[config.mk]
export PLATFORM = sky130hd
export DESIGN_NAME = adc_conversion_sequencer
export DESIGN_NICKNAME = d
export VERILOG_FILES = /design/src/rtl/adc_pkg.sv /design/src/rtl/adc_sclk_gen.sv /design/src/rtl/adc_conversion_sequencer.sv
export SDC_FILE = /design/constraint.sdc
export NUM_CORES = 1
export LEC_CHECK = 0
export ABC_AREA = 1
export CAP_MARGIN = 20
export CELL_PAD_IN_SITES_DETAIL_PLACEMENT = 0
export CELL_PAD_IN_SITES_GLOBAL_PLACEMENT = 1
export CORE_UTILIZATION = 43
export DETAILED_ROUTE_END_ITERATION = 16
export PLACE_DENSITY_LB_ADDON = 0.08
export SKIP_CTS_REPAIR_TIMING = 1
export SLEW_MARGIN = 20
export SYNTH_ARGS = -nofsm -noshare
export SYNTH_HDL_FRONTEND = slang
export SYNTH_HIERARCHICAL = 1
export SYNTH_SLANG_ARGS = --single-unit
export TNS_END_PERCENT = 10
[constraint.sdc]
create_clock -name clk -period 2 [get_ports clk]
set_clock_uncertainty 0.15 [all_clocks]
set_input_delay 0.6 -clock clk [delete_from_list [all_inputs] [get_ports clk]]
set_output_delay 0.6 -clock clk [all_outputs]
set_load 0.005 [all_outputs]
[src/rtl/adc_pkg.sv]
// Shared encodings and frame geometry for the serial ADC conversion sequencer.
package adc_pkg;

  typedef enum logic [2:0] {
    IDLE  = 3'd0,
    SETUP = 3'd1,
    SHIFT = 3'd2,
    DONE  = 3'd3,
    QUIET = 3'd4
  } state_t;

  localparam int FRAME_BITS = 16;
  localparam int DATA_BITS  = 12;
  localparam int LEAD_BITS  = 4;

endpackage

[src/rtl/adc_sclk_gen.sv]
// SCLK generator: half-period counter plus SCLK flop, idles high while run=0.
// rise_stb/fall_stb are high in the cycle whose closing edge drives SCLK 0->1 / 1->0.
module adc_sclk_gen #(
  parameter int CLK_DIV = 5
) (
  input  logic clk,
  input  logic rst_n,
  input  logic run,
  output logic sclk,
  output logic rise_stb,
  output logic fall_stb
);

  localparam int CW = $clog2(CLK_DIV);

  logic [CW-1:0] half_cnt;
  logic          half_end;

  // half_cnt is forced to 0 whenever run is low, so the strobes cannot fire while idle.
  assign half_end = (half_cnt == CW'(CLK_DIV - 1));
  assign rise_stb = half_end && !sclk;
  assign fall_stb = half_end && sclk;

  always_ff @(posedge clk or negedge rst_n) begin
    if (!rst_n) begin
      half_cnt <= '0;
      sclk     <= 1'b1;
    end else if (!run) begin
      half_cnt <= '0;
      sclk     <= 1'b1;
    end else if (half_end) begin
      half_cnt <= '0;
      sclk     <= ~sclk;
    end else begin
      half_cnt <= half_cnt + 1'b1;
    end
  end

endmodule

[src/rtl/adc_conversion_sequencer.sv]
// Master-side sequencer for the 12-bit serial ADC: paces conversions, drives CS/SCLK,
// shifts in the 16-bit frame and presents the sample with a one-cycle done tick.
module adc_conversion_sequencer
  import adc_pkg::*;
#(
  parameter int CLK_DIV       = 5,
  parameter int SAMPLE_PERIOD = 2000,
  parameter int QUIET_CYCLES  = 4
) (
  input  logic        clk,
  input  logic        reset,
  input  logic        enable,
  input  logic        start,
  input  logic        SDATA,
  output logic        SCLK,
  output logic        CS,
  output logic [11:0] data_Out,
  output logic        rx_done_tick,
  output logic        lead_err,
  output logic        busy,
  output logic        missed,
  output logic [2:0]  state_dbg
);

  localparam int PW = $clog2(SAMPLE_PERIOD);
  localparam int RW = $clog2(FRAME_BITS + 1);
  localparam int QW = $clog2(QUIET_CYCLES + 1);

  state_t                state, next_state;
  logic [PW-1:0]         per_cnt;
  logic [FRAME_BITS-1:0] shift_q;
  logic [RW-1:0]         rise_cnt;
  logic [QW-1:0]         quiet_cnt;
  logic                  trig, req, run, last_fall;
  logic                  rise_stb, fall_stb;

  assign trig      = enable && (per_cnt == PW'(SAMPLE_PERIOD - 1));
  assign req       = start || trig;
  // The falling strobe after the 16th rising edge ends the frame; SCLK must stay high there.
  assign last_fall = fall_stb && (rise_cnt == RW'(FRAME_BITS));
  assign run       = (state == SETUP) || ((state == SHIFT) && !last_fall);
  assign state_dbg = state;

  adc_sclk_gen #(.CLK_DIV(CLK_DIV)) u_sclk_gen (
    .clk      (clk),
    .rst_n    (reset),
    .run      (run),
    .sclk     (SCLK),
    .rise_stb (rise_stb),
    .fall_stb (fall_stb)
  );

  always_comb begin
    next_state = state;
    case (state)
      IDLE:    if (req) next_state = SETUP;
      SETUP:   if (fall_stb) next_state = SHIFT;
      SHIFT:   if (last_fall) next_state = DONE;
      DONE:    next_state = (QUIET_CYCLES > 1) ? QUIET : IDLE;
      QUIET:   if (int'(quiet_cnt) + 2 >= QUIET_CYCLES) next_state = IDLE;
      default: next_state = IDLE;
    endcase
  end

  always_ff @(posedge clk or negedge reset) begin
    if (!reset) begin
      state        <= IDLE;
      per_cnt      <= '0;
      shift_q      <= '0;
      rise_cnt     <= '0;
      quiet_cnt    <= '0;
      CS           <= 1'b1;
      busy         <= 1'b0;
      rx_done_tick <= 1'b0;
      data_Out     <= '0;
      lead_err     <= 1'b0;
      missed       <= 1'b0;
    end else begin
      state        <= next_state;
      // Flag outputs are registered from next_state so they line up with the state change.
      CS           <= !((next_state == SETUP) || (next_state == SHIFT));
      busy         <= (next_state != IDLE);
      rx_done_tick <= (next_state == DONE);

      if (!enable || trig) per_cnt <= '0;
      else                 per_cnt <= per_cnt + 1'b1;

      if (!enable)                       missed <= 1'b0;
      else if (trig && (state != IDLE))  missed <= 1'b1;

      if (state == IDLE) begin
        rise_cnt <= '0;
      end else if ((state == SHIFT) && rise_stb) begin
        shift_q  <= {shift_q[FRAME_BITS-2:0], SDATA};
        rise_cnt <= rise_cnt + 1'b1;
      end

      if (next_state == DONE) begin
        data_Out <= shift_q[DATA_BITS-1:0];
        lead_err <= |shift_q[FRAME_BITS-1 -: LEAD_BITS];
      end

      if (state == QUIET) quiet_cnt <= quiet_cnt + 1'b1;
      else                quiet_cnt <= '0;
    end
  end

endmodule

==> impl_metrics.py <==
metrics = {
    "finish": {
        "fillers": 569,
        "antenna_cells": 0,
        "drive_above_1_share_pct": 17.63,
        "syn_to_final_growth_pct": 24.99,
        "final_common_cell": "nand2_1",
        "nNetsFinal": 336,
        "layout_common_cells": "nand2_1, dfrtp_1, inv_1",
    },
    "floorplanning": {
        "pin_count": 26,
        "num_rows": 28,
        "core_region_area_mm2": 0.005886,
        "dieArea_mm2": 0.006382,
        "die_h_um": 79.89,
        "initial_utilization_pct": 44.32,
        "die_w_um": 79.89,
    },
    "detailed_routing": {
        "antenna_left": 0,
        "drcViolationCount": 0,
        "drt_iter0_drc": 117,
        "dr.pass1.iters": 5,
        "viasPerCell": 4.767,
        "wire_per_inst_um": 12.12,
        "wl_um": 4897,
        "vias": 1926,
    },
    "synth": {
        "syn_avg_cell_area_um2": 9.218,
        "ys_seq_area_share_pct": 56.69,
        "syn_area_mm2": 0.002609,
        "ys_ff_latch": 59,
        "synth_fp_nets": 294,
        "synth_warnings": 6,
        "synthCells": 283,
        "synthDistinctLibCells": 29,
    },
    "setup_path": {
        "end_kind": "output port",
        "path_cells": "clkdlybuf4s50_1",
        "critical-path-max-stage-delay_ns": 0.51,
        "crit_path_start_kind": "flip-flop",
        "crit_cells": 1,
        "cp.arrival_ns": 1.20,
        "cp_max_fo": 2,
        "critical_path_class": "flip-flop to output port",
        "crit_required_ns": 1.25,
        "slowest_stage": "clkdlybuf4s50_1",
        "path_delay_family": "buffers and inverters",
        "cp_num_buf_inv": 1,
        "r2r_cells": 10,
    },
    "placed_design": {
        "dp_hpwl_um": 3203,
        "pre_cts_slack_ns": -0.007549,
        "port-buffer-count": 25,
        "gp_congestion": 0.7302,
    },
    "clock_tree": {
        "numCtsBuffers": 9,
        "numClockSinks": 59,
        "cts_root_buf": "clkbuf_8",
        "clk_pin_slew_ns": 0.06,
        "cts_max_path_buffers": 2,
        "clock_latency_ns": 0.33,
        "cts_tree": "yes",
        "htreeDepth": 3,
    },
    "global_route": {
        "grt_pass1_wl_um": 8073,
        "gr-total-overflow": 0,
        "grt_pass1_vias": 1830,
        "track_usage_pct": 17.09,
        "grt_max_degree": 27,
        "antenna_found_initial": 0,
    },
    "sta": {
        "fmax_mhz": 511.9,
        "worst_pin_slew_ns": 0.5596,
        "rsz0062_at_grt": "yes",
        "setup_violations": 0,
        "fin_ws_ns": 0.04633,
        "max-slew-margin-rel_pct": 62.69,
        "hold_violations": 0,
        "fin_crit_ns": 1.954,
        "post-route-period-util_pct": 97.68,
        "fin_tns_setup_ns": 0,
        "slew_viol_final": 0,
    },
    "pwr": {
        "p_int_mw": 1.763,
        "seqPwrFrac_pct": 53.7,
        "power_switching_mw": 0.4884,
        "power_frac_comb_pct": 2.6,
        "power_density_mw_per_mm2": 690.5,
        "ir_worst_vdd_mv": 0.4190,
        "p_clk_share_pct": 43.7,
        "swShare_pct": 21.69,
        "p_leak_nw": 1.694,
    },
    "run_status": {
        "outcome": "finished clean",
    },
    "hold_path": {
        "hp-class": "primary input to asynchronous set/reset pin",
    },
    "flow_run": {
        "maxCapViolCount": 0,
    },
}
## layer usage
layer  share of wire (%)  global-route usage (%)  wire (um)
met1                  49                   21.44       2404
met2                  46                   26.41       2234
met3                 3.7                   5.829        179
met4                 1.6                   8.036         78
met5                   0                       0          0
## metrics by stage
step / total power [mW] / utilization (%) / cells / cell area (um^2) / hold slack [ns]
6_report: 2.252 / 55.40 / 404 / 3261 / 0.1035
3_5_place_dp: 1.291 / 50.55 / 383 / 2975 / 0.2725
2_1_floorplan: 1.246 / - / 283 / 2609 / 0.1544
3_3_place_gp: 1.292 / 50.55 / 383 / 2975 / 0.2751
4_1_cts: 2.289 / 53.59 / 398 / 3154 / 0.1089
5_1_grt: 2.362 / 55.40 / 404 / 3261 / 0.1173
## layout make-up
type / instances / area (um^2) / area share (%)
clock inverter: 2 / 10.01 / 0.3070
clock buffer: 13 / 168.9 / 5.180
inverter: 42 / 183.9 / 5.641
multi-input combinational: 176 / 939.7 / 28.82
timing repair inverter: 2 / 17.52 / 0.5372
tap: 75 / 93.84 / 2.878
timing repair buffer: 35 / 367.9 / 11.28
sequential: 59 / 1479 / 45.36
## final timing paths
path / start / slack, ns / end
max: data_Out[11] / 0.05 / data_Out[11]
min: reset / 0.10 / quiet_cnt[2]
max reg2reg: u_sclk_gen/half_cnt[0] / 0.12 / data_Out[11]
min reg2reg: quiet_cnt[0] / 0.28 / quiet_cnt[0]
max in group asynchronous: reset / 1.08 / shift_q[0]
min in group clk: quiet_cnt[0] / 0.28 / quiet_cnt[0]
## state kept, by name (all words and copies together), names as in the netlist, 3 cells and up
register	count
per_cnt	11
shift_q	16
data_Out	12
quiet_cnt	3
rise_cnt	5
state_dbg	3
u_sclk_gen/half_cnt	3
## cells by family (layout without fill, tap and decap cells)
family                   Yosys count  count (layout)  share of synthesized area [%]
XOR/XNOR                           4               4                          1.343
AND/OR/NAND/NOR                  129             129                          22.21
flip-flops                        59              59                          56.69
buffers and inverters             48              94                          7.674
AO/OA/AOI/OAI                     37              37                          9.209
adder cells (fa/ha/maj)            6               6                          2.878
## synth_stat cells
cell type	number	area share [%]
dfrtp_1	57	55
dfstp_2	2	2.0
nor3b_4	1	0.72
or2_2	1	0.24
ha_1	6	2.9
nor3b_1	2	0.58
nand3_1	16	3.1
nand4_1	4	0.96
clkbuf_1	2	0.29
a21oi_1	4	0.77
xor2_1	2	0.67
inv_1	38	5.5
nand2_1	62	8.9
buf_2	1	0.19
nand4_2	1	0.48
nor3_1	7	1.3
buf_6	2	0.86
o22ai_1	1	0.24
nor4_1	2	0.48
o21ai_0	17	3.3
inv_2	4	0.58
o21a_1	1	0.29
buf_4	1	0.29
xnor2_1	2	0.67
nand2_2	7	1.7
o21bai_1	1	0.29
o2bb2ai_1	1	0.34
o21ai_2	12	4.0
nor2_1	26	3.7
## power groups by stage
stage / logic [mW] / clock network [mW] / registers (mW)
final: 0.0580 / 0.984 / 1.21
after global routing: 0.0680 / 1.08 / 1.21
after CTS: 0.0607 / 1.02 / 1.21
after detailed placement: 0.0605 / 0 / 1.23
after global placement: 0.0609 / 0 / 1.23
after floorplan: 0.0163 / 0 / 1.23
## worst register-to-register path: stages (launching register included)
cell and delay, ns:
dfrtp_1 0.40, inv_1 0.06, ha_1 0.18, nand2_2 0.09, nor2_2 0.16, nand3_2 0.12, nor3b_4 0.28, buf_4 0.19
inv_6 0.05, nand2_2 0.05, o21ai_2 0.04
No activity file was read; power rests on OpenSTA's default activity.
